<file path="src/rtl/typer_char_feeder_pkg.sv">
// Shared constants for the text typer: screen geometry, control codes and feeder FSM states.
package typer_char_feeder_pkg;

  localparam int TEXT_COLS   = 32;
  localparam int TEXT_ROWS   = 7;
  localparam int CHAR_WIDTH  = 20;
  localparam int CHAR_HEIGHT = 30;
  localparam int FIFO_DEPTH  = 16;

  localparam logic [7:0] CODE_BS    = 8'h08;
  localparam logic [7:0] CODE_CR    = 8'h0D;
  localparam logic [7:0] CODE_SPACE = 8'h20;

  localparam logic [7:0] LAST_COL = 8'(TEXT_COLS - 1);
  localparam logic [7:0] LAST_ROW = 8'(TEXT_ROWS - 1);

  typedef enum logic [2:0] {
    ST_IDLE    = 3'd0,
    ST_DECODE  = 3'd1,
    ST_ISSUE   = 3'd2,
    ST_WAIT    = 3'd3,
    ST_ADVANCE = 3'd4
  } feeder_state_t;

  // Next row down, wrapping to the top instead of scrolling.
  function automatic logic [7:0] next_row(input logic [7:0] row);
    return (row == LAST_ROW) ? 8'd0 : row + 8'd1;
  endfunction

endpackage

</file>
<file path="src/rtl/typer_char_feeder_char_fifo.sv">
// First-word-fall-through character queue; a push is accepted when full only if a pop happens the same cycle.
module char_fifo #(
  parameter int WIDTH = 8,
  parameter int DEPTH = 16
) (
  input  logic             clock,
  input  logic             reset,
  input  logic             push,
  input  logic             pop,
  input  logic [WIDTH-1:0] din,
  output logic [WIDTH-1:0] dout,
  output logic             full,
  output logic             empty
);

  localparam int AW = $clog2(DEPTH);

  logic [WIDTH-1:0] mem [DEPTH];
  logic [AW-1:0]    wr_ptr;
  logic [AW-1:0]    rd_ptr;
  logic [AW:0]      count;
  logic             do_push;
  logic             do_pop;

  assign full    = (count == (AW + 1)'(DEPTH));
  assign empty   = (count == '0);
  assign do_pop  = pop && !empty;
  assign do_push = push && (!full || do_pop);
  assign dout    = mem[rd_ptr];

  always_ff @(posedge clock) begin
    if (do_push) begin
      mem[wr_ptr] <= din;
    end
  end

  always_ff @(posedge clock) begin
    if (reset) begin
      wr_ptr <= '0;
      rd_ptr <= '0;
      count  <= '0;
    end else begin
      if (do_push) wr_ptr <= wr_ptr + 1'b1;
      if (do_pop)  rd_ptr <= rd_ptr + 1'b1;
      case ({do_push, do_pop})
        2'b10:   count <= count + 1'b1;
        2'b01:   count <= count - 1'b1;
        default: count <= count;
      endcase
    end
  end

endmodule

</file>
<file path="src/rtl/typer_char_feeder.sv">
// Queues keyboard character codes, tracks the text cursor and issues one glyph-write request at a time.
module typer_char_feeder
  import typer_char_feeder_pkg::*;
(
  input  logic       clock,
  input  logic       reset,
  input  logic [7:0] char_in,
  input  logic       char_valid,
  input  logic       writer_done,
  output logic [7:0] row_num,
  output logic [7:0] col_num,
  output logic [7:0] char_code,
  output logic       write_start,
  output logic       fifo_full,
  output logic       overflow
);

  feeder_state_t state, next_state;

  logic [7:0] cur_code, next_cur_code;
  logic       erase, next_erase;
  logic [7:0] next_row_num, next_col_num, next_char_code;
  logic       fifo_pop;
  logic       fifo_empty;
  logic [7:0] fifo_dout;

  char_fifo #(
    .WIDTH(8),
    .DEPTH(FIFO_DEPTH)
  ) u_fifo (
    .clock(clock),
    .reset(reset),
    .push (char_valid),
    .pop  (fifo_pop),
    .din  (char_in),
    .dout (fifo_dout),
    .full (fifo_full),
    .empty(fifo_empty)
  );

  // row_num/col_num double as the cursor; they only move in DECODE and ADVANCE, so stay stable during a request.
  always_ff @(posedge clock) begin
    if (reset) begin
      state       <= ST_IDLE;
      cur_code    <= '0;
      erase       <= 1'b0;
      row_num     <= '0;
      col_num     <= '0;
      char_code   <= '0;
      write_start <= 1'b0;
      overflow    <= 1'b0;
    end else begin
      state       <= next_state;
      cur_code    <= next_cur_code;
      erase       <= next_erase;
      row_num     <= next_row_num;
      col_num     <= next_col_num;
      char_code   <= next_char_code;
      write_start <= (next_state == ST_ISSUE);
      if (char_valid && fifo_full && !fifo_pop) overflow <= 1'b1;
    end
  end

  always_comb begin
    next_state     = state;
    next_cur_code  = cur_code;
    next_erase     = erase;
    next_row_num   = row_num;
    next_col_num   = col_num;
    next_char_code = char_code;
    fifo_pop       = 1'b0;

    case (state)
      ST_IDLE: begin
        if (!fifo_empty && writer_done) begin
          fifo_pop      = 1'b1;
          next_cur_code = fifo_dout;
          next_state    = ST_DECODE;
        end
      end
      ST_DECODE: begin
        if (cur_code == CODE_CR) begin
          next_col_num = 8'd0;
          next_row_num = next_row(row_num);
          next_state   = ST_IDLE;
        end else if (cur_code == CODE_BS) begin
          if (col_num != 8'd0) begin
            next_col_num   = col_num - 8'd1;
            next_erase     = 1'b1;
            next_char_code = CODE_SPACE;
            next_state     = ST_ISSUE;
          end else if (row_num != 8'd0) begin
            next_row_num   = row_num - 8'd1;
            next_col_num   = LAST_COL;
            next_erase     = 1'b1;
            next_char_code = CODE_SPACE;
            next_state     = ST_ISSUE;
          end else begin
            next_state = ST_IDLE;
          end
        end else begin
          next_erase     = 1'b0;
          next_char_code = cur_code;
          next_state     = ST_ISSUE;
        end
      end
      ST_ISSUE: begin
        if (!writer_done) next_state = ST_WAIT;
      end
      ST_WAIT: begin
        if (writer_done) next_state = ST_ADVANCE;
      end
      ST_ADVANCE: begin
        // An erase leaves the cursor on the blanked cell so the next char overwrites it.
        if (!erase) begin
          if (col_num == LAST_COL) begin
            next_col_num = 8'd0;
            next_row_num = next_row(row_num);
          end else begin
            next_col_num = col_num + 8'd1;
          end
        end
        next_state = ST_IDLE;
      end
      default: next_state = ST_IDLE;
    endcase
  end

endmodule

</file>
<file path="config.mk">
export PLATFORM = sky130hd
export DESIGN_NAME = typer_char_feeder
export DESIGN_NICKNAME = d
export VERILOG_FILES = /design/src/rtl/typer_char_feeder_pkg.sv /design/src/rtl/typer_char_feeder_char_fifo.sv /design/src/rtl/typer_char_feeder.sv
export SDC_FILE = /design/constraint.sdc
export NUM_CORES = 1
export LEC_CHECK = 0
export ABC_AREA = 1
export CORE_MARGIN = 3
export CORE_UTILIZATION = 35
export DETAILED_ROUTE_END_ITERATION = 7
export GPL_TIMING_DRIVEN = 0
export PLACE_DENSITY = 0.61
export SYNTH_ARGS = -nofsm -noshare
export SYNTH_HDL_FRONTEND = slang
export SYNTH_SLANG_ARGS = --single-unit
</file>
<file path="constraint.sdc">
create_clock -name clock -period 3.6 [get_ports clock]
set_input_delay 0.36 -clock clock [delete_from_list [all_inputs] [get_ports clock]]
set_output_delay 0.36 -clock clock [all_outputs]
set_load 0.1 [all_outputs]
</file>
Word-level counts from Yosys, hierarchy flattened. Memory sizes are Yosys's and may differ from the RTL's. A register that Yosys moved wholly into a read port is not among the register bits. Index checks and enable logic that the tools add are counted. W data, S select, Z words.

Reduce and logical (&&, ||, !) cells: 19. $add $sub $neg: 8. Equal/unequal tests: 19. Bitwise gates (word level): 1. Mux-type cells: 34.

Operators with widths (number): $mux W8 (16); $pmux W8 S2 (2); $add A8 B1 Y8 const B (2); $eq A8 B4 Y1 const B (2); $reduce_bool A8 Y1 (2); $sub A8 B1 Y8 const B (2); $mux W3 (5); $pmux W3 S4 (1); $pmux W5 S2 (1); $eq A3 B2 Y1 const B (3); $ne A3 B3 Y1 const B (3); $add A4 B1 Y4 const B (2); $eq A8 B3 Y1 const B (1); $eq A8 B5 Y1 const B (1); $mux W1 (7); $reduce_and A6 Y1 (1); $add A5 B1 Y5 const B (1); $eq A5 B5 Y1 const B (1); $logic_and A1 B1 Y1 (5); $logic_not A5 Y1 (1); $sub A5 B1 Y5 const B (1); $mux W2 (2); $ne A2 B2 Y1 const B (2); $ne A4 B4 Y1 const B (1); other kinds (13) (16).

Input bits: 12. Bits in writable memories: 128. Word-level logic and storage cells: 92. Memories: 1. Bits in registers: 43. Output and inout bits: 27.

Memory list: u_fifo.mem (words 16, bits a word 8, read ports 1, clocked after memory_dff 1, wr ports 1, line typer_char_feeder_char_fifo.sv:18) `logic [WIDTH-1:0] mem [DEPTH];`.

Depth between registers and ports, before layout. Gate-level depths: netlist of run 1.

Word-level depth: 10. Gate-level depth with buffers: 16.

Cells and area by module. From an unflattened synthesis of run 1, not the netlist that was laid out.

Cell total of the unflattened synthesis: 919. Area, all modules: 8707.1 um2.

By module, submodules not included: char_fifo (seq. area each 4184.0 um2, cells each 541, instances 1, area each 6227.2 um2); typer_char_feeder (seq. area each 760.7 um2, cells each 378, instances 1, area each 2479.9 um2).

Worst setup path after synthesis of run 1. No wires, ideal clock.

Kind: reg2reg. Start point: register row_num[0]. End point: register row_num[0]. Arrival: 2.524 ns. Setup slack: 0.949 ns. Data required time: 3.472 ns. Cell stages (with the launch flop): 11. Period minus slack after synthesis: 2.651 ns. Path through: dfxtp_1 clkinv_1 ha_1 nand2_2 nor2_2 o21ai_1 nand2_1 nor2_4 inv_2 o21ai_1 a21oi_1.

Cells in the longest elaborated chain, start to end: 6.

Ends and longest elaborated chain: from (decl) (line typer_char_feeder.sv:10) `output logic [7:0] row_num,`; from (signal assigned) (line typer_char_feeder.sv:56) `row_num <= next_row_num;`; $sub A8 B1 Y8 (line typer_char_feeder.sv:93) `next_row_num = row_num - 8'd1;`; $mux W8 (line typer_char_feeder.sv:92) `end else if (row_num != 8'd0) begin`; $mux W8 (line typer_char_feeder.sv:87) `if (col_num != 8'd0) begin`; $mux W8 (line typer_char_feeder.sv:86) `end else if (cur_code == CODE_BS) begin`; $mux W8 (line typer_char_feeder.sv:82) `if (cur_code == CODE_CR) begin`; $pmux W8 S2 (line typer_char_feeder.sv:73) `case (state)`.

Several ways; a longest one is shown, not always the timed one. The select of a mux whose other input is x is not followed. A chain may end at the register's enable or synchronous reset.

Worst setup path after layout of run 1.
Start point: register u_fifo.count[0]. End point: output fifo_full.

Cells in the longest elaborated chain, start to end: 1.

Ends and longest elaborated chain: from (decl) (line typer_char_feeder_char_fifo.sv:21) `logic [AW:0] count;`; from (signal assigned) (line typer_char_feeder_char_fifo.sv:46) `2'b10: count <= count + 1'b1;`; from (signal assigned) (line typer_char_feeder_char_fifo.sv:47) `2'b01: count <= count - 1'b1;`; from (signal assigned) (line typer_char_feeder_char_fifo.sv:48) `default: count <= count;`; $eq A5 B5 Y1 (line typer_char_feeder_char_fifo.sv:25) `assign full = (count == (AW + 1)'(DEPTH));`; to (decl) (line typer_char_feeder.sv:14) `output logic fifo_full,`.

No other way between the ends.

==> results of run 1 <==
==> cell usage in the layout, fill, tap and decap left out, drive strengths merged, types with 2 or more instances in the layout <==
master         instances
nor2                 145
edfxtp               128
o21ai                102
nand2                 77
inv                   72
dfxtp                 51
nand3                 48
clkbuf                41
clkdlybuf4s50         38
o211ai                28
a21oi                 25
o22ai                 14
o221ai                14
ha                    14
clkinv                12
buf                   12
xor2                  10
nand4                  6
a31oi                  5
a211oi                 5
xnor2                  4
nor4                   3
nor3                   3
or2                    2
o31ai                  2
bufinv                 2
==> flip-flops by register name, summed over array words and instances (netlist names), 3 cells and up <==
register	count
col_num	8
row_num	8
u_fifo.wr_ptr	4
u_fifo.mem	128
cur_code	8
char_code	8
u_fifo.rd_ptr	4
state	3
u_fifo.count	5
==> per-layer routing <==
layer | share of wire [%] | global-route usage, %
met1 | 46 | 22.85
met2 | 46 | 26.01
met3 | 4.6 | 2.652
met4 | 3.0 | 7.603
met5 | 0 | 0
==> where the power goes <==
group          total [W]  internal [W]  switching [W]
registers        0.00261       0.00242       0.000195
logic            0.00332      0.000956        0.00236
clock network    0.00198       0.00107       0.000909
total            0.00792       0.00445        0.00347
==> area by class of cell <==
type                            count  area [um2]
Sequential cell                   179        4865
Multi-Input combinational cell    511        2755
Timing Repair Buffer               38       380.4
Buffer                             36       175.2
Clock inverter                     15       220.2
Inverter                           72       271.5
Clock buffer                       17       425.4
Fill cell                        2099       12790
Tap cell                          280       350.3
==> worst max-delay path: stages, from the launching register on <==
cell	delay (ns)
dfxtp_1	0.35
nor2_1	0.16
nand3_1	0.13
inv_1	0.07
clkdlybuf4s50_1	1.12
==> synth_stat cells, drive strengths merged <==
| cell type | count | area, um2 |
|---|---|---|
| a211oi | 5 | 47.54 |
| a21o | 1 | 7.510 |
| a21oi | 25 | 125.1 |
| a22oi | 1 | 7.510 |
| a31oi | 5 | 31.28 |
| buf | 12 | 85.07 |
| clkbuf | 24 | 90.09 |
| clkinv | 4 | 16.26 |
| dfxtp | 51 | 1021 |
| edfxtp | 128 | 3844 |
| ha | 14 | 175.2 |
| inv | 68 | 255.2 |
| nand2 | 77 | 299.0 |
| nand3 | 48 | 267.8 |
| nand3b | 1 | 7.510 |
| nand4 | 6 | 50.04 |
| nor2 | 145 | 594.3 |
| nor3 | 3 | 20.02 |
| nor3b | 1 | 7.510 |
| nor4 | 3 | 18.77 |
| o211ai | 28 | 210.2 |
| o21ai | 102 | 525.5 |
| o221ai | 14 | 122.6 |
| o22ai | 14 | 87.58 |
| o31ai | 2 | 15.01 |
| or2 | 2 | 12.51 |
| xnor2 | 4 | 35.03 |
| xor2 | 10 | 87.58 |
==> per-stage QoR <==
| step | area (um2) | total power [W] |
|---|---|---|
| final | 9443 | 0.007916 |
| after global routing | 9443 | 0.008385 |
| after CTS | 9443 | 0.007946 |
| after detailed placement | 8797 | 0.005966 |
| after global placement | 8797 | 0.005930 |
| after floorplan | 8066 | 0.005074 |
==> path summary, 6_finish.rpt <==
kind,end,slack (ns),cells after the start
max,fifo_full,0.98,4
min,erase,0.48,2
max reg2reg,u_fifo.mem[15][6],1.17,9
min reg2reg,erase,0.48,2
==> cells by family after synthesis <==
group           Yosys count  synth area share, %
compound gates          197                14.63
xor+xnor                 14                1.520
flops                   179                60.31
fa+ha+maj                14                2.172
simple gates            286                15.84
buf+inv                 108                5.537
==> results.toml, run 1 <==
[outcome]
status = "finished clean"

[placed_design]
port_buffers = 38
place_congestion = 0.8461
place_ws_ns = 0.6883
dp.cells = 1116
place_hpwl_um = 13570

[synth]
synthCells = 798
syn_avg_cell_area_um2 = 10.11
syn_area_um2 = 8066
ys_seq_area_share_pct = 60.31
synth_seq_cells = 179
syn_nets = 824
synth.distinct_cells = 44
synth_warnings = 0

[sta]
max_slew_margin_pct = 34.80
setup_viol = 0
drv_slew = 0
whs_ns = 0.4751
hold_violations = 0
timing.fmax_ghz = 0.3812
fin_ws_ns = 0.9764
min_period_ns = 2.624
fin_skew_ns = 0.01133
min_period_over_period_pct = 72.88
tns_ns = 0
tightest_slew_ns = 0.9750
rsz0062_at_grt = "false"

[drt]
drc = 0
routed_via_density = 5.175
drt_first_iter_violations = 453
postRouteAntennaNets = 0
vias = 5941
wl_um = 20300
drt_pass1_iterations = 5
routedWlPerCell_um = 17.68

[global_route]
grt_max_degree = 20
grt_overflow = 0
grt_usage_pct = 16.65
antenna_found_initial = 0
grt_pass1_vias = 5603
grt_pass1_wl_um = 31280

[floorplanning]
core-area_um2 = 22230
io_pins = 39
fp.dieH_um = 157.8
die_w_um = 157.8
initial_core_util_pct = 36.29
dieArea_um2 = 24900
row_count = 54

[cells_and_area]
post-route-util_pct = 42.48
layout.cells.non_filler = 1148
antenna_cells = 0
layout-drive-gt1-share_pct = 9.793
finalNetCount = 881
synthToLayoutAreaGrowth_pct = 17.06

[critical_path]
end_kind = "output port"
cp.required_ns = 3.24
startpoint_type = "flip-flop"
cp_max_fo = 5
r2r_start = "state[2]"
startpoint = "u_fifo.count[0]"
path_class = "reg2out"
arrival_ns = 2.26

[clocking]
ctsResizeCount = 0
post_cts_buffers = 0
clock_latency_ns = 0.43
cts_buffer_depth = 2
clk_pin_slew_ns = 0.07
cts_sinks = 179
numCtsBuffers = 17
cts_tree = "built"
cts-root-buf = "clkbuf_16"
cts_max_level = 4
cts_hold_buf = 0

[flow_run]
cap_violations = 0

[worst_hold_path]
worstHoldStart = "erase"
hold_path_class = "reg2reg"

[power]
leakage_nw = 3.375
vdd_drop_max_uv = 367.5
power_density_nw_per_um2 = 838.3
Note: power is estimated with default switching activity, not from simulation.
==> run 2: changes to the inputs <==
- clock period: 3.6 -> 2.6 ns (I/O delays scaled with it)
==> run 2 against run 1 <==
Against the previous run:
- clock power grew 31%
- design area decreased by 0.36%
- register-to-register slack got worse by 0.99 ns
- combinational power rose by 38%
==> results.toml, run 2 (same netlist as run 1, synthesis figures left out) <==
[clocking]
cts_max_level = 4
clock_latency_ns = 0.44
post_cts_buffers = 0
cts-root-buf = "clkbuf_16"
clk_pin_slew_ns = 0.07
cts_tree = "built"
cts_buffer_depth = 2
numCtsBuffers = 17
cts_sinks = 179

[cells_and_area]
largest_register_ffs = 128
top_register = "u_fifo.mem"
post-route-util_pct = 42.33
multi_input_comb_area_um2 = 2758
final_cell_mix = "nor2_1, edfxtp_1, o21ai_0"
finalNetCount = 881
layout-drive-gt1-share_pct = 10.02
antenna_cells = 0
seq_area_um2 = 4866
fillers = 2103
synthToLayoutAreaGrowth_pct = 16.64
layout_commonest_cell = "nor2_1"

[global_route]
antenna_found_initial = 0
grt_overflow = 0
grt_usage_pct = 16.60
grt_pass1_wl_um = 31350
grt_max_degree = 21
grt_pass1_vias = 5573

[critical_path]
end_kind = "flip-flop"
cp_max_fo = 8
arrival_ns = 2.47
startpoint_type = "flip-flop"
path_class = "reg2reg"
cp.required_ns = 2.65

[floorplanning]
io_pins = 39
fp.dieH_um = 157.8
initial_core_util_pct = 36.29
core-area_um2 = 22230
dieArea_um2 = 24900
row_count = 54
die_w_um = 157.8

[sta]
fin_skew_ns = 0.01431
whs_ns = 0.4582
max_slew_margin_pct = 35.03
min_period_over_period_pct = 93.17
tightest_slew_ns = 0.9715
timing.fmax_ghz = 0.4128
rsz0062_at_grt = "false"
hold_violations = 0
drv_slew = 0
setup_viol = 0
min_period_ns = 2.423

[power]
vdd_drop_max_uv = 459.8
leakage_nw = 3.375
power_density_nw_per_um2 = 1148

[placed_design]
place_hpwl_um = 13530
port_buffers = 38
place_congestion = 0.8294

[flow_run]
cap_violations = 0

[drt]
drt_pass1_iterations = 5
routed_via_density = 5.122
drc = 0
postRouteAntennaNets = 0
wl_um = 20150
drt_first_iter_violations = 472
vias = 5880
routedWlPerCell_um = 17.55

[worst_hold_path]
hold_path_class = "in2reg"

[outcome]
status = "finished clean"
## run 2: cell count changes in the layout (fill, tap and decap cells not counted), sizes merged
cell,before,now
dlymetal6s2s,0,1
bufinv,2,0
clkdlybuf4s50,38,37
inv,72,74
## run 2: final cells by class
class,count,share of cell area (%)
Multi-Input combinational cell,511,29.31
Sequential cell,179,51.72
Clock buffer,17,4.521
Clock inverter,15,1.915
Tap cell,280,3.723
Buffer,36,1.862
Inverter,72,2.886
Timing Repair Buffer,38,4.069
## run 2: per-stage QoR
step                instances  TNS (ns)  worst slack [ns]  power (W)  area (um2)
floorplan                 798         0            0.1411   0.007028        8068
global route             1148         0          0.002130    0.01142        9409
detailed placement       1116    -8.751           -0.1858   0.008227        8798
CTS                      1148         0           0.03286    0.01082        9404
finish                   1148         0            0.1775    0.01080        9409
global placement         1116    -7.165           -0.1614   0.008201        8798
## run 2: timing repair
action / in CTS / in global routing
endpoints found under the hold margin: 0 / 0
gates resized for setup: 0 / 2
setup endpoints to repair: 0 / 9
hold buffers: 0 / 0
## run 2: critical path: stages (launching register included)
cell and delay [ns]:
dfxtp_1 0.33, inv_2 0.09, nand2_1 0.08, nor2_2 0.22, nor2_1 0.11, inv_2 0.05
nand2_1 0.11, inv_2 0.12, nand2_1 0.17, nor2_1 0.77
## run 2: report_power, final
part	switching, W	total, W	internal, W
Combinational	0.00326	0.00459	0.00132
Clock	0.00129	0.00259	0.00130
Sequential	0.000269	0.00362	0.00335
## run 2: worst paths after layout
kind | start | endpoint | slack [ns] | depth (start not counted)
worst max-delay path | state[2] | u_fifo.mem[12][6] | 0.18 | 9
worst min register to register | char_code[3] | char_code[3] | 0.47 | 2
worst min-delay path | writer_done | state[2] | 0.46 | 3
worst max register to register | state[2] | u_fifo.mem[12][6] | 0.18 | 9
## run 2: per-layer routing
layer / part of all wire (%) / up-vias / wire length, um / GRT usage (%)
li1: - / 2931 / - / -
met1: 46 / 2769 / 9178 / 22.97
met2: 48 / 164 / 9574 / 26.83
met3: 5.7 / 16 / 1149 / 3.034
met4: 1.2 / 0 / 244 / 4.711
met5: 0 / - / 0 / 0
==> run 3: changes to the inputs <==
- CAP_MARGIN: unset -> 30
==> results of run 3 <==
Same layout as run 2: the final DEF is identical, and so are final timing and power.
